--- src/rtl/sgbus_tx_arbiter.sv ---
// rtl/sgbus_tx_arbiter.sv - packet-atomic round-robin arbiter onto the sgbus TX stream (optional SGBUS_ARB_STATS_EN)
//
// Stream lanes are flattened into plain vectors. Per-source request layout (ReqWidth bits):
//   [0]                          tvalid
//   [1]                          t.last
//   [2 +: KeepWidth]             t.keep
//   [2+KeepWidth +: DataWidth]   t.data
// Source i occupies s_axis_req[i*ReqWidth +: ReqWidth]; s_axis_resp[i] is its tready.
// m_axis_resp is the core's tready.
// Define SGBUS_ARB_STATS_EN to add the per-source pkt_cnt counters (CntWidth each, packed like the requests).

module sgbus_tx_arbiter #(
    parameter int NumSrc    = 3,
    parameter int DataWidth = 32,
    parameter int KeepWidth = DataWidth / 8,
    parameter int ReqWidth  = DataWidth + KeepWidth + 2,
    parameter int IdxWidth  = $clog2(NumSrc),
    parameter int CntWidth  = 32
) (
    input  logic                         clk,
    input  logic                         rst_n,
    input  logic [NumSrc*ReqWidth-1:0]   s_axis_req,
    output logic [NumSrc-1:0]            s_axis_resp,
    output logic [ReqWidth-1:0]          m_axis_req,
    input  logic                         m_axis_resp,
    input  logic                         tx_hf,
    output logic                         busy,
    output logic [IdxWidth-1:0]          grant_idx
`ifdef SGBUS_ARB_STATS_EN
    ,
    output logic [NumSrc*CntWidth-1:0]   pkt_cnt
`endif
);

    typedef enum logic {
        IDLE = 1'b0,
        LOCK = 1'b1
    } state_t;

    state_t                state;
    state_t                state_nxt;
    logic [IdxWidth-1:0]   rr_ptr;
    logic [IdxWidth-1:0]   rr_ptr_nxt;
    logic [IdxWidth-1:0]   grant_nxt;

    logic [ReqWidth-1:0]   src_req [NumSrc];
    logic [NumSrc-1:0]     src_valid;
    logic [ReqWidth-1:0]   sel_req;

    logic                  pick_found;
    logic [IdxWidth-1:0]   pick_idx;
    logic [IdxWidth-1:0]   cand_idx;
    logic                  pkt_done;

    // Split the flattened source bus into one request word per source.
    for (genvar g = 0; g < NumSrc; g++) begin : g_unpack
        assign src_req[g]   = s_axis_req[g*ReqWidth +: ReqWidth];
        assign src_valid[g] = src_req[g][0];
    end

    // Round-robin search: first requester at or after rr_ptr, wrapping modulo NumSrc.
    always_comb begin
        pick_found = 1'b0;
        pick_idx   = '0;
        cand_idx   = '0;
        for (int i = 0; i < NumSrc; i++) begin
            cand_idx = IdxWidth'((int'(rr_ptr) + i) % NumSrc);
            if (!pick_found && src_valid[cand_idx]) begin
                pick_found = 1'b1;
                pick_idx   = cand_idx;
            end
        end
    end

    // Next-state and output decode; the granted source owns the stream until its tlast handshake.
    always_comb begin
        state_nxt   = state;
        rr_ptr_nxt  = rr_ptr;
        grant_nxt   = grant_idx;
        sel_req     = src_req[grant_idx];
        m_axis_req  = '0;
        s_axis_resp = '0;
        busy        = 1'b0;
        pkt_done    = 1'b0;
        case (state)
            IDLE: begin
                // tx_hf only gates new grants, so it is looked at here and nowhere else.
                if (!tx_hf && pick_found) begin
                    grant_nxt = pick_idx;
                    state_nxt = LOCK;
                end
            end
            LOCK: begin
                busy                   = 1'b1;
                m_axis_req             = sel_req;
                s_axis_resp[grant_idx] = m_axis_resp;
                if (sel_req[0] && sel_req[1] && m_axis_resp) begin
                    pkt_done   = 1'b1;
                    state_nxt  = IDLE;
                    rr_ptr_nxt = (grant_idx == IdxWidth'(NumSrc - 1)) ? '0 : grant_idx + 1'b1;
                end
            end
            default: state_nxt = IDLE;
        endcase
    end

    // State, round-robin pointer and grant registers.
    always_ff @(posedge clk or negedge rst_n) begin
        if (!rst_n) begin
            state     <= IDLE;
            rr_ptr    <= '0;
            grant_idx <= '0;
        end else begin
            state     <= state_nxt;
            rr_ptr    <= rr_ptr_nxt;
            grant_idx <= grant_nxt;
        end
    end

`ifdef SGBUS_ARB_STATS_EN
    for (genvar g = 0; g < NumSrc; g++) begin : g_stats
        logic [CntWidth-1:0] cnt;

        // Count completed packets of this source; wraps naturally, cleared only by reset.
        always_ff @(posedge clk or negedge rst_n) begin
            if (!rst_n) begin
                cnt <= '0;
            end else if (pkt_done && (grant_idx == IdxWidth'(g))) begin
                cnt <= cnt + 1'b1;
            end
        end

        assign pkt_cnt[g*CntWidth +: CntWidth] = cnt;
    end
`endif

endmodule

--- config.mk ---
export PLATFORM = sky130hd
export DESIGN_NAME = sgbus_tx_arbiter
export DESIGN_NICKNAME = d
export VERILOG_FILES = /design/src/rtl/sgbus_tx_arbiter.sv
export SDC_FILE = /design/constraint.sdc
export NUM_CORES = 1
export LEC_CHECK = 0
export BUFFER_PORTS_ARGS = -buffer_cell sky130_fd_sc_hd__buf_2
export CAP_MARGIN = 20
export CELL_PAD_IN_SITES_DETAIL_PLACEMENT = 1
export CELL_PAD_IN_SITES_GLOBAL_PLACEMENT = 1
export CORE_MARGIN = 4
export CORE_UTILIZATION = 21
export CTS_CLUSTER_DIAMETER = 60
export CTS_CLUSTER_SIZE = 16
export DETAILED_ROUTE_END_ITERATION = 16
export MAX_ROUTING_LAYER = met4
export PLACE_DENSITY = 0.81
export SLEW_MARGIN = 20
export SYNTH_ARGS = -nofsm -noshare
export SYNTH_HDL_FRONTEND = slang
export SYNTH_SLANG_ARGS = --single-unit
--- constraint.sdc ---
create_clock -name clk -period 2.09 [get_ports clk]
set_input_delay 0.5225 -clock clk [delete_from_list [all_inputs] [get_ports clk]]
set_output_delay 0.5225 -clock clk [all_outputs]
set_load 0.02 [all_outputs]
==> Yosys cells after proc, flatten, opt, wreduce, memory -nomap -nowiden <==
Index checks and enable logic that the tools add are counted.
{ "totals": {"regBits": 5, "in_bits": 118, "output_inout_bits": 44, "word_cells": 54} }
{ "classes": {"n_addsub": 3, "n_div": 3, "magnitude_cmp": 6, "n_eq_ne": 1, "mux": 24, "n_bitwise": 3, "reduce_logical": 11} }
{ "op_table": {"columns": ["op", "count"], "rows": [
  ["38-bit two-way mux", 3],
  ["38-bit binary-select mux with 2-bit select", 1],
  ["32-bit by 3-bit modulo with 32-bit output (second input constant)", 2],
  ["3-bit by 3-bit modulo with 32-bit output (second input constant)", 1],
  ["2-bit by 3-bit less-than comparator with 1-bit output (second input constant)", 4],
  ["1-bit two-way mux", 10],
  ["2-bit two-way mux", 4],
  ["1-bit binary-select mux with 2-bit select", 3],
  ["1-bit logical AND", 6],
  ["2-bit AND reduction", 2],
  ["2-bit by 1-bit adder with 3-bit output (second input constant)", 1],
  ["2-bit by 2-bit adder with 3-bit output (second input constant)", 1],
  ["3-bit AND", 1],
  ["3-bit greater-or-equal comparator (second input constant)", 1],
  ["1-bit zero test", 3],
  ["3-bit two-way mux", 1],
  ["2-bit NOT with 3-bit output", 1],
  ["2-bit by 1-bit adder with 2-bit output (second input constant)", 1],
  ["1-bit demux with 2-bit select", 1],
  ["2-bit equality test (second input constant)", 1],
  ["2-bit by 1-bit greater-or-equal comparator with 1-bit output (second input constant)", 1],
  ["1-bit one-hot mux with 2 select lines", 1],
  ["1-bit NOT", 1]
]} }

==> Longest topological paths before layout <==
{ "logic_depth": {"ltp_word": 13, "depth_mapped": 7, "depth_no_buf": 7} }

==> Least setup slack after synthesis <==
No wires, ideal clock.
{ "synth_path": {"kind": "register to output", "startpoint": "reg grant_idx[1]", "endpoint": "out s_axis_resp[2]", "arrival_time_ns": 1.444, "required_time_ns": 1.567, "setup_slack_ns": 0.123, "path_stages_with_launch": 5, "path_buffers": 2, "cell_sequence": "dfrtp_1 buf_2 buf_2 inv_1 nor3_1"} }
{ "synth_between": {"elab_chain_cells": 6, "elab_cells_between_ends": 7, "cone_classes": "order compare (2); mux (3); bitwise (1); reduce/logical (1)"} }
{ "synth_rtl": {"columns": ["item", "line", "rtl"], "rows": [
  ["start, declared", "28", "output logic [IdxWidth-1:0] grant_idx"],
  ["start signal, assigned", "116", "grant_idx <= grant_nxt;"],
  ["2-bit by 3-bit less-than comparator with 1-bit output (not written as such) / 2-bit by 1-bit greater-or-equal comparator with 1-bit output (equally long branches)", "96", "s_axis_resp[grant_idx] = m_axis_resp;"],
  ["1-bit logical AND (not written as such)", "96", null],
  ["1-bit two-way mux (not written as such)", "96", null],
  ["1-bit demux with 2-bit select *", "96", null],
  ["3-bit AND (no line) *", null, null],
  ["3-bit two-way mux *", "85", "case (state)"],
  ["end, declared", "23", "output logic [NumSrc-1:0] s_axis_resp,"]
]} }
Every way passes the cells marked *; elsewhere a longest branch is shown, timed or not.

==> Worst setup path after layout <==
{ "layout_path": {"startpoint": "reg grant_idx[1]", "endpoint": "out m_axis_req[18]"} }
{ "layout_between": {"elab_chain_cells": 5} }
{ "layout_rtl": {"columns": ["item", "line", "rtl"], "rows": [
  ["2-bit NOT with 3-bit output (not written as such)", "80", "sel_req = src_req[grant_idx];"],
  ["38-bit binary-select mux with 2-bit select", "80", null],
  ["38-bit two-way mux (not written as such) (2 in a row)", "80", null],
  ["38-bit two-way mux", "85", null],
  ["end, declared", "24", "output logic [ReqWidth-1:0] m_axis_req,"]
]} }
No other way between the ends. The select of a mux whose other input is x is not followed.

==> summary.txt <==
Warnings from Yosys - 0
Final core utilization - 37.29%
Peak supply drop - 0.0006247 V
Static Leak - 1.408 nW
Clock Tree Buf Depth - 2
Compound-gate portion of the synthesized area - 19.81%
Initial antenna violation count - 0
Die X - 91.53 µm
Core ar. - 6794 µm²
Vias in the first global route - 2313
Clk sinks - 5
CTS tree - built
Simple-gate portion of the synthesized area - 33.56%
Post-Synth XOR/XNOR Area - 0%
Critical path peak fanout - 23
WL/cell - 14.35 µm
Largest net degree at the start of global routing - 27
Maximum Capacitance Violations - 0
Final setup viols - 0
Power Density - 1406 nW/µm²
Syn nets - 342
Final min period - 2078 ps
Total CTS buffers - 3
Worst Skew - 1.788 ps
Area of the multi-input gates - 1254 µm²
Worst Setup Path Type - flip-flop to output pin
Drt drc - 0
GPL Wtd Cong - 0.7532
Top Ports - 162
ANT nets after route - 0
Reg area - 126.4 µm²
Final WL - 6.817 mm
Final period util - 99.42%
Vias - 2179
First-pass GRT wire length - 10.58 mm
DP Wirelength - 5.624 mm
Post-synthesis mux area share - 28.18%
Drt first-iter violations - 31
Yosys top cell area share - 26.64%
Slew headroom - 78.26%
Hold buffers post-CTS - 0
Clock root cell - clkbuf_8
Post-Synthesis Cell Area - 1465 µm²
Top post-synthesis cells by area - mux2i_1, and2_1, o21ai_0
Number of distinct library cells after synthesis - 30
Mean post-synth cell area - 6.630 µm²
Post-Syn Instances - 221
Arr. time, crit path - 1560 ps
Register area share after synthesis - 8.540%
Worst Tran Pin Value - 326.1 ps
CP max stage delay - 470 ps
GRT overflow - 0
Die Area - 8378 µm²
GRT Resource Usage Total - 15.50%
Row count - 30
Setup ws final - 12.06 ps
Fin. max-slew vios - 0
Clock Latency Late Sink - 230 ps
Fmax - 0.4812 GHz
N_diodes - 0
Worst setup SP type - flip-flop
FILL cells - 939
Dpl ws - 202.2 ps
Worst-path clk slew - 40 ps
Critical Path Sink Type - output pin
Critical path buffers and inverters - 2
Nets@finish - 501
Cell family with the largest share of critical-path delay - flip-flops
WP data required - 1570 ps
Starting density of the core - 21.57%
Ratio of cells with drive above 1 in the final layout - 48.81%
Synth Area in Adders - 2.562%
Outcome - complete, no violations
IO Port Bufs - 161
Die height - 91.53 µm
Slowest CP cell - dfrtp_2
Crit-path cells - buf_12 -> mux2i_1 -> o21ai_0 -> and2_1 -> buf_2
Area delta synth->final - 72.93%
RSZ-0062 raised after global routing - yes
H-tree level count - 1
HP Class - input port to async pin
#FFs+latches synth - 5
Vias per std cell - 4.587
Main combinational cell family by area after synthesis - simple AND/OR/NAND/NOR gates
First-pass DRT Iterations - 4
Hold Vio Cnt, Final - 0
Yosys top cell by area - mux2i_1
cell type report:
type / count / area share (%)
Sequential cell: 5 / 4.988
Clock buffer: 4 / 1.778
Multi-Input combinational cell: 193 / 49.48
Timing Repair Buffer: 171 / 38.12
Tap cell: 96 / 4.741
Inverter: 6 / 0.8889
sequential cells by signal, summed over array words and instances, names as in the netlist:
register / cells
grant_idx: 2
rr_ptr: 2
state: 1
cell usage after synthesis, drive strengths merged:
master and instances:
a21bo 1, nor2b 2, nor3 3, o221ai 1, o21ai 38, dfrtp 5, nor2 4, buf 9
nand3 2, o2111ai 1, or3b 1, and2b 1, a21oi 6, mux2i 39, and2 38, nand2b 3
nand2 43, mux2 2, o2bb2ai 2, ha 3, clkbuf 8, o22ai 1, inv 6, a32oi 1
o211a 1
placed cells by master, fill, tap and decap left out, drive strengths merged:
cell / synthesis / layout
o211a: 1 / 1
a32oi: 1 / 1
buf: 9 / 171
o2111ai: 1 / 1
o22ai: 1 / 1
nand3: 2 / 2
nor2b: 2 / 2
inv: 6 / 6
nor2: 4 / 4
nor3: 3 / 3
ha: 3 / 3
nand2b: 3 / 3
a21bo: 1 / 1
clkbuf: 8 / 4
or3b: 1 / 1
a21oi: 6 / 6
mux2i: 39 / 39
mux2: 2 / 2
o21ai: 38 / 38
o2bb2ai: 2 / 2
nand2: 43 / 43
and2b: 1 / 1
dfrtp: 5 / 5
o221ai: 1 / 1
and2: 38 / 38
metrics by stage:
step	TNS, ps	total power, mW	area [µm²]	instances	hold WS, ps
floorplan	0	2.231	1465	221	226.9
global placement	0	3.179	2422	469	342.8
detailed placement	0	3.270	2422	469	344.3
CTS	-2.516	3.504	2489	475	103.8
global route	-804.2	3.874	2534	475	111.6
finish	0	3.562	2534	475	102.4
metal layers:
| metal | share of wire, % | global-route usage (%) | vias to the layer above | routed length (µm) |
|---|---|---|---|---|
| met3 | 6.6 | 2.734 | 5 | 447 |
| met4 | 0.70 | 2.889 | 0 | 48 |
| met5 | 0 | - | - | 0 |
| li1 | - | - | 1068 | - |
| met1 | 37 | 15.77 | 1021 | 2516 |
| met2 | 56 | 30.68 | 85 | 3805 |
timing repair:
item / in CTS / in global routing
setup buffers: 2 / 0
gates resized for setup: 3 / 23
endpoints found under the setup margin: 11 / 32
power breakdown:
group | leakage, nW | internal, mW | switching, mW | total [mW]
combinational | 1.33 | 1.38 | 1.78 | 3.16
clock | 0.0228 | 0.131 | 0.0531 | 0.184
sequential | 0.0587 | 0.143 | 0.0765 | 0.219
worst paths after layout:
check	start	slack [ps]	endpoint	cells past startpoint
max in group asynchronous	rst_n	1850	grant_idx[1]$_DFFE_PN0P_	1
hold / removal	rst_n	100	state$_DFF_PN0_	1
setup / recovery	grant_idx[1]$_DFFE_PN0P_	10	m_axis_req[18]	5
min in group clk	rr_ptr[1]$_DFFE_PN0P_	560	rr_ptr[1]$_DFFE_PN0P_	1
setup reg to reg	rr_ptr[0]$_DFFE_PN0P_	180	grant_idx[1]$_DFFE_PN0P_	7
hold reg to reg	rr_ptr[1]$_DFFE_PN0P_	560	rr_ptr[1]$_DFFE_PN0P_	1
worst reg2reg max path, cell delays in order (launching register included):
cell       delay, ps
dfrtp_1          380
inv_1             60
ha_1             370
and2b_1          220
o21ai_0          220
o2111ai_1        180
o21ai_1          250
a21oi_1          100
cells by family (layout without fill, tap and decap cells):
| logic type | after synthesis | in the layout |
|---|---|---|
| adder cells (fa/ha/maj) | 3 | 3 |
| buffers and inverters | 23 | 181 |
| AO/OA/AOI/OAI | 52 | 52 |
| multiplexers | 41 | 41 |
| flip-flops | 5 | 5 |
| AND/OR/NAND/NOR | 97 | 97 |
Note: power is estimated with default switching activity, not from simulation.
